--- config.mk ---
export PLATFORM = sky130hd
export DESIGN_NAME = stage_memory
export DESIGN_NICKNAME = d
export VERILOG_FILES = /design/src/rtl/stage_memory_pkg.sv /design/src/rtl/dbus_master_fsm.sv /design/src/rtl/stage_memory.sv
export SDC_FILE = /design/constraint.sdc
export NUM_CORES = 1
export LEC_CHECK = 0
export CELL_PAD_IN_SITES_DETAIL_PLACEMENT = 1
export CELL_PAD_IN_SITES_GLOBAL_PLACEMENT = 1
export CORE_MARGIN = 4
export CORE_UTILIZATION = 33
export CTS_BUF_LIST = sky130_fd_sc_hd__clkbuf_2 sky130_fd_sc_hd__clkbuf_4 sky130_fd_sc_hd__clkbuf_8
export CTS_CLUSTER_DIAMETER = 50
export DETAILED_ROUTE_END_ITERATION = 8
export GPL_TIMING_DRIVEN = 0
export PLACE_DENSITY = 0.83
export REMOVE_ABC_BUFFERS = 1
export SYNTH_ARGS = -nofsm -noshare
export SYNTH_HDL_FRONTEND = slang
export SYNTH_SLANG_ARGS = --single-unit
--- constraint.sdc ---
create_clock -name clk -period 5.75 [get_ports clk]
set_clock_uncertainty 0.15 [all_clocks]
set_input_delay 1.15 -clock clk [delete_from_list [all_inputs] [get_ports clk]]
set_output_delay 1.15 -clock clk [all_outputs]
set_load 0.02 [all_outputs]
--- src/rtl/stage_memory_pkg.sv ---
// Shared definitions for the memory pipeline stage: FSM encoding, constants and default widths.
package stage_memory_pkg;

  localparam int unsigned ADDR_W_DEF = 32;
  localparam int unsigned DATA_W_DEF = 32;
  localparam int unsigned REG_W_DEF  = 4;

  // Register address 0 never gets written back, so it doubles as the bubble marker.
  localparam int unsigned REG_ZERO = 0;

  typedef enum logic [1:0] {
    ST_IDLE = 2'd0,
    ST_REQ  = 2'd1,
    ST_WAIT = 2'd2
  } mem_state_t;

endpackage

--- src/rtl/dbus_master_fsm.sv ---
// Data-bus handshake controller: issues one request per memory instruction, waits for load data,
// and parks a completed access (done) while the downstream stage is stalled.
module dbus_master_fsm
  import stage_memory_pkg::*;
#(
  parameter int unsigned DATA_W = DATA_W_DEF
) (
  input  logic              clk,
  input  logic              rst,
  input  logic              stall_in,
  input  logic              is_mem,
  input  logic              req_we,
  input  logic              dbus_req_ready,
  input  logic              dbus_rsp_valid,
  input  logic [DATA_W-1:0] dbus_rdata,
  output logic              dbus_req_valid,
  output logic              busy,
  output logic              done,
  output logic              load_fire,
  output logic [DATA_W-1:0] rdata_latched
);

  mem_state_t state;
  logic       done_q;

  assign done = done_q;

  always_comb begin
    dbus_req_valid = 1'b0;
    busy           = 1'b0;
    load_fire      = 1'b0;
    case (state)
      ST_IDLE: begin
        if (is_mem && !done_q) begin
          dbus_req_valid = 1'b1;
          busy           = !(dbus_req_ready && req_we);
        end
      end
      ST_REQ: begin
        dbus_req_valid = 1'b1;
        busy           = !(dbus_req_ready && req_we);
      end
      ST_WAIT: begin
        busy      = !dbus_rsp_valid;
        load_fire = dbus_rsp_valid;
      end
      default: ;
    endcase
  end

  // A completion that lands while stall_in is high sets done, which suppresses
  // re-issuing the same instruction until writeback accepts it.
  always_ff @(posedge clk or posedge rst) begin
    if (rst) begin
      state         <= ST_IDLE;
      done_q        <= 1'b0;
      rdata_latched <= '0;
    end else begin
      case (state)
        ST_IDLE: begin
          if (done_q) begin
            if (!stall_in) done_q <= 1'b0;
          end else if (is_mem) begin
            if (dbus_req_ready) begin
              if (req_we) done_q <= stall_in;
              else        state  <= ST_WAIT;
            end else begin
              state <= ST_REQ;
            end
          end
        end
        ST_REQ: begin
          if (dbus_req_ready) begin
            if (req_we) begin
              state  <= ST_IDLE;
              done_q <= stall_in;
            end else begin
              state <= ST_WAIT;
            end
          end
        end
        ST_WAIT: begin
          if (dbus_rsp_valid) begin
            rdata_latched <= dbus_rdata;
            state         <= ST_IDLE;
            done_q        <= stall_in;
          end
        end
        default: state <= ST_IDLE;
      endcase
    end
  end

endmodule

--- src/rtl/stage_memory.sv ---
// Memory pipeline stage: drives the data bus for loads/stores, stalls execute while an access is
// outstanding, forwards the held result and registers the writeback pair.
module stage_memory
  import stage_memory_pkg::*;
#(
  parameter int unsigned ADDR_W = ADDR_W_DEF,
  parameter int unsigned DATA_W = DATA_W_DEF,
  parameter int unsigned REG_W  = REG_W_DEF
) (
  input  logic              clk,
  input  logic              rst,
  input  logic              stall_in,
  output logic              stall,
  input  logic [REG_W-1:0]  in_addr,
  input  logic [DATA_W-1:0] in_val,
  input  logic              is_mem_in,
  input  logic [ADDR_W-1:0] mem_addr_in,
  input  logic [DATA_W-1:0] mem_val_in,
  input  logic              mem_write_in,
  output logic              fwd_valid,
  output logic [REG_W-1:0]  fwd_addr,
  output logic [DATA_W-1:0] fwd_val,
  output logic              dbus_req_valid,
  input  logic              dbus_req_ready,
  output logic [ADDR_W-1:0] dbus_addr,
  output logic [DATA_W-1:0] dbus_wdata,
  output logic              dbus_we,
  input  logic              dbus_rsp_valid,
  input  logic [DATA_W-1:0] dbus_rdata,
  output logic [REG_W-1:0]  out_addr,
  output logic [DATA_W-1:0] out_val
);

  logic [ADDR_W-1:0] req_addr;
  logic [DATA_W-1:0] req_wdata;
  logic              req_we;
  logic              mem_busy;
  logic              done;
  logic              load_fire;
  logic              load_held;
  logic [DATA_W-1:0] rdata_latched;
  logic [DATA_W-1:0] result;

  dbus_master_fsm #(
    .DATA_W(DATA_W)
  ) u_fsm (
    .clk           (clk),
    .rst           (rst),
    .stall_in      (stall_in),
    .is_mem        (is_mem_in),
    .req_we        (req_we),
    .dbus_req_ready(dbus_req_ready),
    .dbus_rsp_valid(dbus_rsp_valid),
    .dbus_rdata    (dbus_rdata),
    .dbus_req_valid(dbus_req_valid),
    .busy          (mem_busy),
    .done          (done),
    .load_fire     (load_fire),
    .rdata_latched (rdata_latched)
  );

  assign stall = stall_in | mem_busy;

  // Execute presents the memory fields combinationally; registering them here lines them
  // up with in_addr/in_val/is_mem_in, which execute registers on the same edge.
  always_ff @(posedge clk or posedge rst) begin
    if (rst) begin
      req_addr  <= '0;
      req_wdata <= '0;
      req_we    <= 1'b0;
    end else if (!stall) begin
      req_addr  <= mem_addr_in;
      req_wdata <= mem_val_in;
      req_we    <= mem_write_in;
    end
  end

  assign dbus_addr  = req_addr;
  assign dbus_wdata = req_wdata;
  assign dbus_we    = req_we;

  assign load_held = done & ~req_we;

  always_comb begin
    result = in_val;
    if (load_fire)      result = dbus_rdata;
    else if (load_held) result = rdata_latched;
  end

  assign fwd_valid = ~is_mem_in | load_fire | load_held;
  assign fwd_addr  = in_addr;
  assign fwd_val   = result;

  always_ff @(posedge clk or posedge rst) begin
    if (rst) begin
      out_addr <= '0;
      out_val  <= '0;
    end else if (!stall) begin
      out_addr <= in_addr;
      out_val  <= result;
    end else if (!stall_in) begin
      out_addr <= REG_W'(REG_ZERO);
    end
  end

endmodule

==> results.cfg, run 1 <==
[routing]
dr.pass1.iters = 4
drc = 0
drt_wl_total_mm = 20.3
vias = 4666
routed_via_density = 4.81
wl_per_cell_um = 20.9
drtIter0Drc = 94
ant_nets = 0

[sta]
tns_ns = 0
fin_hold_ws_ns = 0.337
rsz0062_at_grt = no
worst_slew_pin_slew_ns = 0.645
timing.final.crit_period_ns = 5.02
setup_viol = 0
timing.fmax_ghz = 0.199
drv_slew = 0
finalCritPeriodShare_pct = 87.4
slew_headroom_pct = 57.0
hold_viol = 0

[cts]
cts_sinks = 136
root_buffer = clkbuf_8
clk_pin_slew_ns = 0.07
hold_buffers = 0
cts_resized = 0
clock_path_buffers = 2
clk_latency_ns = 0.45
cts_setup_buffers = 0
htree_levels = 4
cts_tree = yes
cts_buffers = 17

[job]
maxCapViolations = 0

[synthesis]
synth_edf_count = 0
synthFlopType = dfrtp_1
syn_area_um2 = 5980
syn_inst = 459
yosys_warnings = 0
avgSynthCellArea_um2 = 13.0
synth-async-reset-ratio_pct = 100
synth_cell_types = 30
synth_seq_cells = 136
yosysSeqAreaShare_pct = 56.9

[floorplan]
coreArea_um2 = 17500
start_util_pct = 34.1
design.die.area_um2 = 20300
chipWidth_um = 143
rows = 48
io_pins = 279
die_height_um = 143

[worst_setup_path]
crit_arrival_ns = 3.72
required_ns = 4.45
cp-start-kind = primary input
critPathMaxFanout = 59
end_kind = output pin
rrSetupSlack_ns = 2.98
criticalPathCategory = primary input to output pin
rr_worst_depth = 9

[finish]
layout_common_cells = clkdlybuf4s50_1 (278), dfrtp_1 (136), nand2_1 (100)
area_growth_pct = 57.1
layout-drive-gt1-share_pct = 19.2
final_core_util_pct = 53.6
design_area_um2 = 9400
n_antenna_cell = 0
fin_nets = 876
final.fill_count = 1783
final_common_cell = clkdlybuf4s50_1

[power]
p_switching_mw = 2.18
p_leak_nw = 4.33
p_comb_share_pct = 54.9
power_mw = 5.63
power_density_nw_per_um2 = 599
pwr-share-clk_pct = 14.4
power.internal_mw = 3.45
swShare_pct = 38.8
ir_drop_mv = 0.300
seqPwrFrac_pct = 30.6

[grt]
grt_overflow = 0
antenna_found_initial = 1
grt_first_pass_wirelength_mm = 31.7
grt_start_max_net_pins = 84
grt_pass1_vias = 5434
grt_use_total_pct = 20.4

[status]
status = finished, final reports clean

[place]
dp_hpwl_mm = 15.5
placed_cell_area_um2 = 8970
io_buffers = 278
gp_congestion = 0.835

[hold_path]
min_path_cells = 2
hold_path.class = flip-flop to flip-flop
-- critical path, cell delays in order --
cell,delay (ns)
clkdlybuf4s50_1,0.52
nor2b_2,0.22
a31oi_1,0.11
o21a_2,0.22
buf_12,0.21
inv_4,0.17
buf_16,0.33
clkdlybuf4s50_1,0.69
-- per-layer routing --
| metal | up-vias | wire length [um] | global-route usage (%) |
|---|---|---|---|
| met1 | 2307 | 7310 | 21.7 |
| met4 | 0 | 296 | 5.30 |
| met2 | 226 | 10200 | 35.7 |
| li1 | 2113 | - | - |
| met5 | - | 0 | 0 |
| met3 | 20 | 2420 | 10.6 |
-- power by group through the flow --
stage | Sequential [mW] | Combinational, mW | Clock (mW)
after global routing | 1.79 | 3.29 | 0.887
final | 1.73 | 3.09 | 0.813
after detailed placement | 1.73 | 3.11 | 0
after global placement | 1.69 | 3.01 | 0
after CTS | 1.73 | 3.13 | 0.842
after floorplan | 2.11 | 1.23 | 0
-- through the flow --
stage               instances  setup slack, ns
CTS                       970            0.742
floorplan                 430            0.811
global placement          933            -1.15
detailed placement        938            0.749
finish                    971            0.727
global route              971            0.639
-- cell families (layout without fill, tap and decap cells) --
family | Yosys count | after routing | share of synthesized area, %
DFF | 136 | 136 | 56.9
muxes | 130 | 130 | 26.9
and+or+nand+nor | 106 | 106 | 6.94
buffers and inverters | 36 | 323 | 3.91
adders and majority gates | 4 | 4 | 0.837
AOI/OAI and AO/OA | 47 | 47 | 4.58
-- layout make-up --
cell class | count | area [um2] | area share, %
flip-flops and latches | 136 | 3400 | 36.2
clock inverters | 11 | 121 | 1.29
well taps | 225 | 282 | 3.00
inverters | 7 | 33.8 | 0.359
clock buffers | 21 | 283 | 3.01
repair buffers | 284 | 2930 | 31.1
multi-input cells | 287 | 2350 | 25.0
-- cells in the mapped netlist (6+ instances only) --
master    count  area [um2]
nand2_1     100         375
o21ai_1      11        55.1
mux2_4       49         736
o21ai_0      22         110
mux2i_1      33         330
buf_6         7        78.8
dfrtp_1     136        3400
clkbuf_1      6        22.5
inv_1         6        22.5
buf_4        11        82.6
mux2_2       48         541
-- final timing paths --
| kind | start | endpoint |
|---|---|---|
| hold reg to reg | u_fsm.rdata_latched[9]$_DFFE_PP0P_ | u_fsm.rdata_latched[9]$_DFFE_PP0P_ |
| hold / removal | u_fsm.rdata_latched[9]$_DFFE_PP0P_ | u_fsm.rdata_latched[9]$_DFFE_PP0P_ |
| min in group asynchronous | rst | out_val[7]$_DFFE_PP0N_ |
| setup reg to reg | u_fsm.state[0]$_DFFE_PP0P_ | dbus_addr[12]$_DFFE_PP0N_ |
| setup / recovery | is_mem_in | stall |
| max in group asynchronous | rst | u_fsm.rdata_latched[22]$_DFFE_PP0P_ |
-- registers in the layout, indices dropped and copies added, names as in the netlist --
signal               flops
dbus_we                  1
u_fsm.rdata_latched     32
out_val                 32
out_addr                 4
dbus_addr               32
u_fsm.done               1
dbus_wdata              32
u_fsm.state              2
Note: power is estimated with default switching activity, not from simulation.
==> inputs of run 2 (changes only) <==
--- a/config.mk
+++ b/config.mk
@@ -13,7 +13,7 @@
 export CTS_CLUSTER_DIAMETER = 50
 export DETAILED_ROUTE_END_ITERATION = 8
 export GPL_TIMING_DRIVEN = 0
-export PLACE_DENSITY = 0.83
+export PLACE_DENSITY = 0.93
 export REMOVE_ABC_BUFFERS = 1
 export SYNTH_ARGS = -nofsm -noshare
 export SYNTH_HDL_FRONTEND = slang
==> run 2 against run 1 <==
Compared with the run above: die area unchanged; clock power up 14%; setup slack better by 0.31 ns; critical path type unchanged.
==> results.cfg, run 2 (synthesis gave the netlist of run 1 again) <==
[sta]
drv_slew = 0
fin_hold_ws_ns = 0.328
timing.fmax_ghz = 0.212
worst_slew_pin_slew_ns = 0.741
slew_headroom_pct = 50.4
rsz0062_at_grt = no
timing.final.crit_period_ns = 4.72
hold_viol = 0
setup_viol = 0
worst_slack_ns = 1.03
finalCritPeriodShare_pct = 82.0

[cts]
hold_buffers = 0
clock_path_buffers = 2
cts_tree = yes
cts_setup_buffers = 0
cts_buffers = 17
htree_levels = 4
root_buffer = clkbuf_8
cts_resized = 0
clk_latency_ns = 0.43
clk_pin_slew_ns = 0.07
cts_sinks = 136

[routing]
drt-met1-wl_mm = 7.74
ant_nets = 0
wl_per_cell_um = 21.5
drtIter0Drc = 107
top_layer_used = met4
wl_met3_mm = 2.04
vias = 4626
drt_wl_total_mm = 21.0
drc = 0
dr_wl_met2_mm = 10.8
dr.pass1.iters = 4
routed_via_density = 4.75

[finish]
fin_nets = 875
final_common_cell = clkdlybuf4s50_1
design_area_um2 = 9440
layout_common_cells = clkdlybuf4s50_1 (278), dfrtp_1 (136), nand2_1 (99)
layout-drive-gt1-share_pct = 19.2
final.fill_count = 1755
instances_no_fill = 973
area_growth_pct = 57.8

[worst_setup_path]
crit_arrival_ns = 3.42
crit_path_start = dbus_req_ready
cp-start-kind = primary input
rr_worst_depth = 9
r2r_end = dbus_wdata[25]$_DFFE_PP0N_
critPathMaxFanout = 25
r2r-start = u_fsm.state[0]$_DFFE_PP0P_
setup.worst_path.end = stall
required_ns = 4.45
end_kind = output pin
rrSetupSlack_ns = 2.95
criticalPathCategory = primary input to output pin

[grt]
grt_overflow = 0
grt_use_total_pct = 20.5
grt_first_pass_wirelength_mm = 31.7
grt_pass1_vias = 5428
antenna_found_initial = 2
grt_start_max_net_pins = 87

[status]
status = finished, final reports clean

[place]
io_buffers = 278
place_ws_ns = 1.01
dp_hpwl_mm = 15.3
gp_congestion = 0.744
placed_cell_area_um2 = 8970
place_inst = 938

[hold_path]
hold_path.class = flip-flop to flip-flop

[floorplan]
coreArea_um2 = 17500
design.die.area_um2 = 20300
die_height_um = 143
io_pins = 279
rows = 48
chipWidth_um = 143
start_util_pct = 34.1

[power]
power_density_nw_per_um2 = 609
power_mw = 5.75
p_leak_nw = 4.35
ir_drop_mv = 0.328

[job]
maxCapViolations = 0
-- run 2: stage by stage --
| step | utilization (%) | setup TNS [ns] |
|---|---|---|
| after detailed placement | 51.1 | 0 |
| after CTS | 53.8 | 0 |
| after global routing | 53.8 | 0 |
| after global placement | 50.4 | -177.19 |
| final | 53.8 | 0 |
| after floorplan | - | 0 |
-- run 2: worst min-delay path by stage --
stage	endpoint	cells after the start	slack, ns	start
2_1_floorplan	u_fsm.rdata_latched[10]$_DFFE_PP0P_	2	0.30	u_fsm.rdata_latched[10]$_DFFE_PP0P_
3_3_place_gp	u_fsm.rdata_latched[23]$_DFFE_PP0P_	2	0.31	u_fsm.rdata_latched[23]$_DFFE_PP0P_
3_5_place_dp	u_fsm.rdata_latched[4]$_DFFE_PP0P_	2	0.32	u_fsm.rdata_latched[4]$_DFFE_PP0P_
4_1_cts	u_fsm.rdata_latched[4]$_DFFE_PP0P_	2	0.34	u_fsm.rdata_latched[4]$_DFFE_PP0P_
5_1_grt	u_fsm.rdata_latched[27]$_DFFE_PP0P_	2	0.37	u_fsm.rdata_latched[27]$_DFFE_PP0P_
6_report	u_fsm.rdata_latched[26]$_DFFE_PP0P_	2	0.33	u_fsm.rdata_latched[26]$_DFFE_PP0P_
-- run 2: critical path, stage by stage --
cell and delay (ns):
clkdlybuf4s50_1 0.57, nand2_1 0.12, a21oi_2 0.22, o21a_2 0.39, buf_12 0.25, inv_4 0.13
clkdlybuf4s50_1 0.56
-- run 2: final cells by class --
type	instances	area, um2	area share (%)
clock inverters	12	186	1.98
flip-flops and latches	136	3400	36.1
inverters	7	33.8	0.358
well taps	225	282	2.98
repair buffers	283	2900	30.7
diodes	3	7.51	0.0795
multi-input cells	287	2350	24.9
clock buffers	20	275	2.92
-- run 2: report_power, final --
part	switching [mW]	internal [mW]
registers	0.304	1.43
clock network	0.409	0.515
logic	1.51	1.58
total	2.22	3.53
-- run 2: routing by layer --
| layer | up-vias | track usage [%] |
|---|---|---|
| met3 | 17 | 9.18 |
| met4 | 0 | 7.50 |
| met5 | - | 0 |
| met2 | 198 | 35.6 |
| met1 | 2306 | 22.2 |
| li1 | 2105 | - |
